File: config.mk
export PLATFORM = sky130hd
export DESIGN_NAME = i8254_counter_channel
export DESIGN_NICKNAME = d
export VERILOG_FILES = /design/src/rtl/i8254_pkg.sv /design/src/rtl/i8254_decrementer.sv /design/src/rtl/i8254_counter_channel.sv
export SDC_FILE = /design/constraint.sdc
export NUM_CORES = 1
export LEC_CHECK = 0
export BUFFER_PORTS_ARGS = -buffer_cell sky130_fd_sc_hd__buf_4
export CORE_MARGIN = 2
export CORE_UTILIZATION = 45
export DETAILED_ROUTE_END_ITERATION = 7
export REMOVE_ABC_BUFFERS = 1
export SLEW_MARGIN = 10
export SYNTH_ARGS = -nofsm -noshare
export SYNTH_HDL_FRONTEND = slang
export SYNTH_SLANG_ARGS = --single-unit
File: constraint.sdc
create_clock -name clk -period 7.2 [get_ports clk]
set_input_delay 1.44 -clock clk [delete_from_list [all_inputs] [get_ports clk]]
set_output_delay 1.44 -clock clk [all_outputs]
set_load 0.1 [all_outputs]
File: src/rtl/i8254_pkg.sv
// Shared definitions for the 8254-style counter channel.
// Provides mode/RW encodings, the channel state enum, control-word field
// positions and the mode-alias helper.
package i8254_pkg;

  localparam logic [2:0] MODE0 = 3'd0;
  localparam logic [2:0] MODE1 = 3'd1;
  localparam logic [2:0] MODE2 = 3'd2;
  localparam logic [2:0] MODE3 = 3'd3;
  localparam logic [2:0] MODE4 = 3'd4;
  localparam logic [2:0] MODE5 = 3'd5;

  localparam logic [1:0] RW_LATCH = 2'b00;
  localparam logic [1:0] RW_LSB   = 2'b01;
  localparam logic [1:0] RW_MSB   = 2'b10;
  localparam logic [1:0] RW_WORD  = 2'b11;

  typedef enum logic [1:0] {
    IDLE,
    ARMED,
    LOAD_PEND,
    COUNTING
  } state_e;

  // Control word layout: {RW[1:0], M[2:0], BCD}
  localparam int unsigned CW_BCD    = 0;
  localparam int unsigned CW_M_LSB  = 1;
  localparam int unsigned CW_M_MSB  = 3;
  localparam int unsigned CW_RW_LSB = 4;
  localparam int unsigned CW_RW_MSB = 5;

  // M=110/111 alias modes 2/3
  function automatic logic [2:0] norm_mode(input logic [2:0] m);
    return {m[2] & ~m[1], m[1:0]};
  endfunction

endpackage

File: src/rtl/i8254_decrementer.sv
// Combinational count decrementer: value-1 and value-2 in binary or BCD,
// with zero flags on both results.
// Ports: value_i (count), bcd_i (BCD select), dec1_o/dec2_o (results),
//        dec1_zero_o/dec2_zero_o (result == 0).
// Build option: I8254_BCD_EN enables BCD arithmetic; otherwise bcd_i is
// ignored and arithmetic is always binary.
module i8254_decrementer #(
  parameter int unsigned WIDTH = 16
) (
  input  logic [WIDTH-1:0] value_i,
  input  logic             bcd_i,
  output logic [WIDTH-1:0] dec1_o,
  output logic [WIDTH-1:0] dec2_o,
  output logic             dec1_zero_o,
  output logic             dec2_zero_o
);

`ifdef I8254_BCD_EN
  // Digit-serial BCD subtract; an invalid nibble is taken as 9.
  function automatic logic [WIDTH-1:0] bcd_sub(input logic [WIDTH-1:0] v,
                                               input logic [3:0]       amt);
    logic [WIDTH-1:0] r;
    logic [4:0]       d;
    logic [4:0]       sub;
    logic             borrow;
    r      = '0;
    borrow = 1'b0;
    for (int unsigned i = 0; i < WIDTH / 4; i++) begin
      d   = {1'b0, v[i*4 +: 4]};
      if (d > 5'd9) d = 5'd9;
      sub = (i == 0) ? {1'b0, amt} : {4'b0, borrow};
      if (d >= sub) begin
        r[i*4 +: 4] = 4'(d - sub);
        borrow      = 1'b0;
      end else begin
        r[i*4 +: 4] = 4'(d + 5'd10 - sub);
        borrow      = 1'b1;
      end
    end
    return r;
  endfunction

  assign dec1_o = bcd_i ? bcd_sub(value_i, 4'd1) : value_i - WIDTH'(1);
  assign dec2_o = bcd_i ? bcd_sub(value_i, 4'd2) : value_i - WIDTH'(2);
`else
  logic unused_bcd;
  assign unused_bcd = bcd_i;
  assign dec1_o     = value_i - WIDTH'(1);
  assign dec2_o     = value_i - WIDTH'(2);
`endif

  assign dec1_zero_o = (dec1_o == '0);
  assign dec2_zero_o = (dec2_o == '0);

endmodule

File: src/rtl/i8254_counter_channel.sv
// One 8254-style counter channel: control-word decode, count register
// load, six counting modes, counter latch and byte-wise read-back.
// Ports: clk/reset (sync, active high), cnt_tick (count strobe), gate,
//        ctrl_we/ctrl_word (control), data_we/data_in (count bytes),
//        data_re/data_out (read-back), out, count_value, null_count.
// Build option: I8254_BCD_EN enables BCD counting in the decrementer.
module i8254_counter_channel
  import i8254_pkg::*;
#(
  parameter int unsigned WIDTH = 16
) (
  input  logic             clk,
  input  logic             reset,
  input  logic             cnt_tick,
  input  logic             gate,
  input  logic             ctrl_we,
  input  logic [5:0]       ctrl_word,
  input  logic             data_we,
  input  logic [7:0]       data_in,
  input  logic             data_re,
  output logic [7:0]       data_out,
  output logic             out,
  output logic [WIDTH-1:0] count_value,
  output logic             null_count
);

  localparam int unsigned BYTES = WIDTH / 8;
  localparam int unsigned PTR_W = (BYTES > 1) ? $clog2(BYTES) : 1;
  localparam logic [PTR_W-1:0] LAST_PTR = PTR_W'(BYTES - 1);

  logic [2:0]       mode_q, mode_d;
  logic [1:0]       rw_q, rw_d;
  logic             bcd_q, bcd_d;
  state_e           state_q, state_d;
  logic [WIDTH-1:0] count_q, count_d;
  logic [WIDTH-1:0] cr_q, cr_d;
  logic [WIDTH-1:0] stage_q, stage_d;
  logic [WIDTH-1:0] latch_q, latch_d;
  logic             latched_q, latched_d;
  logic [PTR_W-1:0] wr_ptr_q, wr_ptr_d;
  logic [PTR_W-1:0] rd_ptr_q, rd_ptr_d;
  logic             gate_q;
  logic             out_q, out_d;
  logic             null_q, null_d;
  logic [7:0]       dout_q, dout_d;

  logic [WIDTH-1:0] dec1, dec2, rd_src;
  logic             dec1_zero, dec2_zero;
  logic             gate_rise, retrig_mode, gated_mode, rd_last;
  logic [2:0]       cw_mode;
  logic [1:0]       cw_rw;

  i8254_decrementer #(.WIDTH(WIDTH)) u_dec (
    .value_i     (count_q),
    .bcd_i       (bcd_q),
    .dec1_o      (dec1),
    .dec2_o      (dec2),
    .dec1_zero_o (dec1_zero),
    .dec2_zero_o (dec2_zero)
  );

  assign gate_rise   = gate & ~gate_q;
  assign cw_mode     = norm_mode(ctrl_word[CW_M_MSB:CW_M_LSB]);
  assign cw_rw       = ctrl_word[CW_RW_MSB:CW_RW_LSB];
  assign retrig_mode = (mode_q == MODE1) || (mode_q == MODE2) ||
                       (mode_q == MODE3) || (mode_q == MODE5);
  assign gated_mode  = (mode_q == MODE2) || (mode_q == MODE3);

  // Next-state logic for the whole channel
  always_comb begin
    mode_d    = mode_q;
    rw_d      = rw_q;
    bcd_d     = bcd_q;
    state_d   = state_q;
    count_d   = count_q;
    cr_d      = cr_q;
    stage_d   = stage_q;
    latch_d   = latch_q;
    latched_d = latched_q;
    wr_ptr_d  = wr_ptr_q;
    rd_ptr_d  = rd_ptr_q;
    out_d     = out_q;
    null_d    = null_q;
    dout_d    = dout_q;
    rd_last   = 1'b0;
    rd_src    = latched_q ? latch_q : count_q;

    // Read-back: latched snapshot takes precedence over the live count
    if (data_re) begin
      case (rw_q)
        RW_LSB:  dout_d = rd_src[7:0];
        RW_MSB:  dout_d = rd_src[WIDTH-1 -: 8];
        default: dout_d = 8'(rd_src >> (8 * rd_ptr_q));
      endcase
      rd_last  = (rw_q != RW_WORD) || (rd_ptr_q == LAST_PTR);
      rd_ptr_d = rd_last ? '0 : rd_ptr_q + PTR_W'(1);
      if (rd_last) latched_d = 1'b0;
    end

    if (ctrl_we) begin
      if (cw_rw == RW_LATCH) begin
        if (!latched_q) begin
          latch_d   = count_q;
          latched_d = 1'b1;
        end
      end else begin
        mode_d    = cw_mode;
        rw_d      = cw_rw;
        bcd_d     = ctrl_word[CW_BCD];
        wr_ptr_d  = '0;
        rd_ptr_d  = '0;
        latched_d = 1'b0;
        null_d    = 1'b1;
        state_d   = IDLE;
        out_d     = (cw_mode != MODE0);
      end
    end else begin
      // Counting element
      case (state_q)
        ARMED: if (gate_rise) state_d = LOAD_PEND;
        LOAD_PEND: begin
          if (cnt_tick) begin
            count_d = cr_q;
            null_d  = 1'b0;
            state_d = COUNTING;
            out_d   = (mode_q != MODE0) && (mode_q != MODE1);
          end
        end
        COUNTING: begin
          if (gated_mode && !gate) out_d = 1'b1;
          // Retrigger has priority over a coincident terminal count
          if (gate_rise && retrig_mode) begin
            state_d = LOAD_PEND;
          end else if (cnt_tick) begin
            case (mode_q)
              MODE0: if (gate) begin
                count_d = dec1;
                if (dec1_zero) out_d = 1'b1;
              end
              MODE1: begin
                count_d = dec1;
                if (dec1_zero) out_d = 1'b1;
              end
              MODE2: if (gate) begin
                if (count_q == WIDTH'(1)) begin
                  count_d = cr_q;
                  null_d  = 1'b0;
                  out_d   = 1'b1;
                end else begin
                  count_d = dec1;
                  out_d   = (dec1 != WIDTH'(1));
                end
              end
              MODE3: if (gate) begin
                // Odd count steps by 1 once, then by 2; the low phase of an
                // odd reload starts from N-1 so high gets the extra tick.
                if (count_q[0] ? dec1_zero : dec2_zero) begin
                  out_d   = ~out_q;
                  count_d = out_q ? {cr_q[WIDTH-1:1], 1'b0} : cr_q;
                  null_d  = 1'b0;
                end else begin
                  count_d = count_q[0] ? dec1 : dec2;
                end
              end
              MODE4: if (gate) begin
                count_d = dec1;
                out_d   = ~dec1_zero;
              end
              default: begin
                count_d = dec1;
                out_d   = ~dec1_zero;
              end
            endcase
          end
        end
        default: ;
      endcase

      // Count register write sequence
      if (data_we) begin
        case (rw_q)
          RW_LSB: begin
            cr_d   = WIDTH'(data_in);
            null_d = 1'b1;
          end
          RW_MSB: begin
            cr_d   = WIDTH'(data_in) << (WIDTH - 8);
            null_d = 1'b1;
          end
          default: begin
            for (int unsigned b = 0; b < BYTES; b++) begin
              if (PTR_W'(b) == wr_ptr_q) stage_d[b*8 +: 8] = data_in;
            end
            if (wr_ptr_q == LAST_PTR) begin
              cr_d     = stage_d;
              null_d   = 1'b1;
              wr_ptr_d = '0;
            end else begin
              wr_ptr_d = wr_ptr_q + PTR_W'(1);
            end
          end
        endcase

        // Completed count: first load, or immediate restart in modes 0/4
        // (mode 4 never reloads on its own)
        if ((rw_q != RW_WORD) || (wr_ptr_q == LAST_PTR)) begin
          if (state_q == IDLE) begin
            state_d = ((mode_q == MODE1) || (mode_q == MODE5)) ? ARMED : LOAD_PEND;
          end else if ((mode_q == MODE0) || (mode_q == MODE4)) begin
            state_d = LOAD_PEND;
            if (mode_q == MODE0) out_d = 1'b0;
          end
        end
      end
    end
  end

  // State registers
  always_ff @(posedge clk) begin
    if (reset) begin
      mode_q    <= MODE0;
      rw_q      <= RW_WORD;
      bcd_q     <= 1'b0;
      state_q   <= IDLE;
      count_q   <= '0;
      cr_q      <= '0;
      stage_q   <= '0;
      latch_q   <= '0;
      latched_q <= 1'b0;
      wr_ptr_q  <= '0;
      rd_ptr_q  <= '0;
      gate_q    <= 1'b0;
      out_q     <= 1'b0;
      null_q    <= 1'b1;
      dout_q    <= 8'h00;
    end else begin
      mode_q    <= mode_d;
      rw_q      <= rw_d;
      bcd_q     <= bcd_d;
      state_q   <= state_d;
      count_q   <= count_d;
      cr_q      <= cr_d;
      stage_q   <= stage_d;
      latch_q   <= latch_d;
      latched_q <= latched_d;
      wr_ptr_q  <= wr_ptr_d;
      rd_ptr_q  <= rd_ptr_d;
      gate_q    <= gate;
      out_q     <= out_d;
      null_q    <= null_d;
      dout_q    <= dout_d;
    end
  end

  assign data_out    = dout_q;
  assign out         = out_q;
  assign count_value = count_q;
  assign null_count  = null_q;

endmodule
==> metrics.log <==
[metrics] number of violations reported at the end of detailed-routing iteration 0: 355
[metrics] Peak Freq: approximately 260 MHz
[metrics] most frequently used cell type in the post-synthesis netlist: sky130_fd_sc_hd__nand2_1
[metrics] power per cell area: 194.4 mW/mm²
[metrics] number of cell instances on the worst register-to-register path: 9
[metrics] starting density of the core: 45.77%
[metrics] count of input and output buffers: 45
[metrics] global-route wire length before repair: about 24000 µm
[metrics] Clk Latency, worst-skew pair: 340 ps
[metrics] setup repair after global routing missed its margin: false
[metrics] Mapped Avg Cell Area: 7.619 µm²
[metrics] post-route design area: 0.005762 mm²
[metrics] TritonCTS sink count: 85
[metrics] category of the worst setup path launch point: register
[metrics] filler instances: 1147
[metrics] Min-Delay Startpoint: stage_q[5]$_SDFFE_PP0P_
[metrics] Int Pwr: around 0.00080 W
[metrics] via count of the first global-routing pass: between 4000 and 5000
[metrics] max-cap violation count: 0
[metrics] Sw Pwr: 0.0003228 W
[metrics] TritonCTS clock tree: yes
[metrics] pin count of the biggest net entering global routing: 87
[metrics] worst ir drop on vdd: 0.1259 mV
[metrics] origin of the worst setup path: count_value[8]$_SDFFE_PP0P_
[metrics] number of vias after detailed routing: 4953
[metrics] per-cell via count in the routed design: 5.967
[metrics] CTS clk-pin slew, worst paths: 60 ps
[metrics] Pre-Repair DR Iteration Count: 5
[metrics] deepest level of the CTS H-tree: 3
[metrics] leading cell types by total area after synthesis: sky130_fd_sc_hd__dfxtp_1, sky130_fd_sc_hd__nand2_1, sky130_fd_sc_hd__a21oi_1
[metrics] buffers inserted by post-CTS timing repair: 0
[metrics] number of I/O pins: 47
[metrics] post-synth design cell area: 0.005181 mm²
[metrics] synthesized netlist cell count: 680
[metrics] width of the die: 111.3 µm
[metrics] Hold Crit Class: register to register
[metrics] Wirelength per Cell: between 15 and 20 µm
[metrics] setup slack on the worst flop-to-flop path: approximately 3400 ps
[metrics] GR Util All Layers: a little under a quarter
[metrics] CP arrival: a little over 4000 ps
[metrics] number of flops mapped to enable cells by yosys: 0
[metrics] cell breakdown of the critical path: nor4_2, nand4_1, xor2_1, nand2_1, nor4_1, a31o_1, xnor2_1, a21oi_1, o32a_1
[metrics] share of Yosys cell area claimed by the top area cell type: 32.84%
[metrics] final worst path period share: 53.10%
[metrics] end point of the critical path: out$_SDFFE_PP0N_
[metrics] number of nets in the layout: 713
[metrics] total placed instance area: 0.005482 mm²
[metrics] number of antenna violations at the first check in global routing: 0
[metrics] most used flip-flop cell after synthesis: sky130_fd_sc_hd__dfxtp_1
[metrics] crit path setup slack, layout: about 3400 ps
[metrics] number of unique standard cell types used by synthesis: 64
[metrics] total of cells resized after clock tree synthesis: 0
[metrics] Die Footprint: 0.01239 mm²
[metrics] pre-CTS WS: 3478 ps
[metrics] synthesis-to-finish area growth: 11.21%
[metrics] Design Power: 0.001120 W
[metrics] pin slew with the least headroom to its limit: 1172 ps
[metrics] count of final hold-check violations: 0
[metrics] cell row count: 39
[metrics] buffer type at the clock tree root: sky130_fd_sc_hd__clkbuf_16
[metrics] worst setup skew after layout: 5.192 ps
[metrics] Longest Clk Path Bufs: 2
[metrics] layout cell share with drive strength beyond 1: 12.66%
[metrics] number of max-slew violations in the final report: 0
[metrics] core outline area: 0.01132 mm²
[metrics] largest driver fanout on the critical path: 11
[metrics] Worst R2R End: out$_SDFFE_PP0N_
[metrics] drt total wl: 14550 µm
[metrics] die boundary height: 111.3 µm
[metrics] class of the most critical setup path: register to register
[metrics] switching power share of the total: roughly 29%
[metrics] WP buf/inv: 0
[metrics] Async SR Flop Fraction: 0%
[metrics] Commonest cells post-synth: sky130_fd_sc_hd__nand2_1, sky130_fd_sc_hd__dfxtp_1, sky130_fd_sc_hd__nor2_1
[metrics] Warnings, synthesis: 0
[metrics] setup tns final: 0 ps
[metrics] critical path endpoint category: register
[metrics] clock buffer count from CTS: 9
[metrics] crit path time final: approximately 3800 ps
[metrics] slowest library cell on the worst path: sky130_fd_sc_hd__nor4_2
[metrics] outcome: finished clean
[metrics] logic gate share of total power: roughly 16%
[metrics] reported leakage power: 2.157 nW
[metrics] diode insertion count for antenna repair: 0
[metrics] total of hold buffers inserted after clock tree synthesis: 0
[metrics] sequential fraction of design power: between 40 and 50%
[metrics] proportion of power drawn by the clock network: 39.0%
[metrics] number of DRC violations after detailed routing: 0
[metrics] relative slew slack: 19.66%
[metrics] number of flip-flops and latches in the synthesized netlist: 85
[metrics] post-detail-place hpwl: 10220 µm
[metrics] FF/Latch Area: 0.001702 mm²
[metrics] biggest cell delay along the critical path: roughly 850 ps
[metrics] routability-driven placement congestion ratio: 0.9505
[metrics] startpoint of the worst-slack reg-to-reg timing path: count_value[8]$_SDFFE_PP0P_
[metrics] multi-input logic area: between 0.003 and 0.004 mm²
[metrics] leading area contributor after synthesis: sky130_fd_sc_hd__dfxtp_1
[metrics] depth of the critical timing path with buffers and inverters included: 9
[metrics] overflow left after global routing: 0
[metrics] antenna viol nets, final: 0
[metrics] post-synthesis sequential area ratio: 32.84%
[metrics] total setup violations reported at the end of the flow: 0
[metrics] required time at the endpoint of the critical path: roughly 7400 ps
[metrics] family with the most delay on the worst path: simple AND/OR/NAND/NOR gates
[worst register-to-register path: cells and delay by family (launching register included)]
kind / cells / cell delay [ps]
flops: 1 / 470
simple gates: 4 / 1910
compound gates: 3 / 860
xor+xnor: 2 / 460
[power groups by stage]
stage / logic, W / clock network [W] / registers [W]
floorplan: 0.0000923 / 0 / 0.000539
global placement: 0.000170 / 0 / 0.000518
detailed placement: 0.000172 / 0 / 0.000519
CTS: 0.000173 / 0.000448 / 0.000509
global route: 0.000191 / 0.000468 / 0.000512
finish: 0.000174 / 0.000437 / 0.000509
[worst min path at each step]
stage | slack, ps | cells after the start | to
detailed placement | 450 | 2 | stage_q[5]$_SDFFE_PP0P_
global placement | 440 | 2 | latch_q[0]$_SDFFE_PP0P_
floorplan | 430 | 2 | stage_q[0]$_SDFFE_PP0P_
finish | 450 | 2 | stage_q[5]$_SDFFE_PP0P_
CTS | 460 | 2 | stage_q[5]$_SDFFE_PP0P_
global route | 470 | 2 | latch_q[8]$_SDFFE_PP0P_
[registers in the layout (all words and copies together) (netlist names), 2 cells and up]
signal / cells
cr_q: 16
data_out: 8
latch_q: 16
stage_q: 16
mode_q: 3
rw_q: 2
count_value: 16
state_q: 2
[per-layer routing]
layer	global-route usage, %	part of all wire (%)	vias to the layer above
li1	-	-	2451
met1	33.93	47	2288
met2	35.00	44	175
met3	3.882	6.0	39
met4	10.86	3.1	0
met5	0	0	-
[layout by cell type (no fill, tap or decap), drive strengths merged, types with 2 or more instances in the layout]
master / instances
a211oi: 21
a21oi: 76
a221o: 2
a221oi: 6
a22oi: 10
a31oi: 2
a32o: 2
and2: 2
and4: 2
buf: 47
clkbuf: 13
clkinvlp: 2
dfxtp: 85
ha: 10
inv: 15
mux2: 16
mux2i: 20
nand2: 104
nand2b: 4
nand3: 9
nand4: 13
nand4b: 2
nor2: 80
nor2b: 2
nor3: 16
nor3b: 3
nor4: 12
nor4b: 3
o211a: 2
o21a: 2
o21ai: 33
o21bai: 2
o221ai: 16
o31ai: 2
or4: 3
xnor2: 14
xor2: 15
[logic make-up (layout without fill, tap and decap cells)]
kind of cell | count (synthesis) | in the layout | share of synthesized area (%)
simple gates | 259 | 259 | 23.21
compound gates | 190 | 190 | 23.74
flops | 85 | 85 | 32.84
buf+inv | 71 | 78 | 5.554
mux | 36 | 36 | 7.341
xor+xnor | 29 | 29 | 4.902
fa+ha+maj | 10 | 10 | 2.415
[metrics by stage]
| stage | cells | hold slack, ps | utilization (%) |
|---|---|---|---|
| 3_3_place_gp | 814 | 441.8 | 48.42 |
| 4_1_cts | 830 | 455.9 | 50.90 |
| 5_1_grt | 830 | 471.5 | 50.90 |
| 3_5_place_dp | 814 | 446.4 | 48.42 |
| 6_report | 830 | 452.3 | 50.90 |
| 2_1_floorplan | 624 | 426.8 | - |
[final cells by class]
cell class | count | area share, %
multi-input combinational | 524 | 55.40
sequential | 85 | 29.53
timing repair buffer | 47 | 6.124
clock buffer | 13 | 4.517
tap | 143 | 3.105
inverter | 15 | 0.9772
clock inverter | 3 | 0.3474
Note: power is estimated with default switching activity, not from simulation.
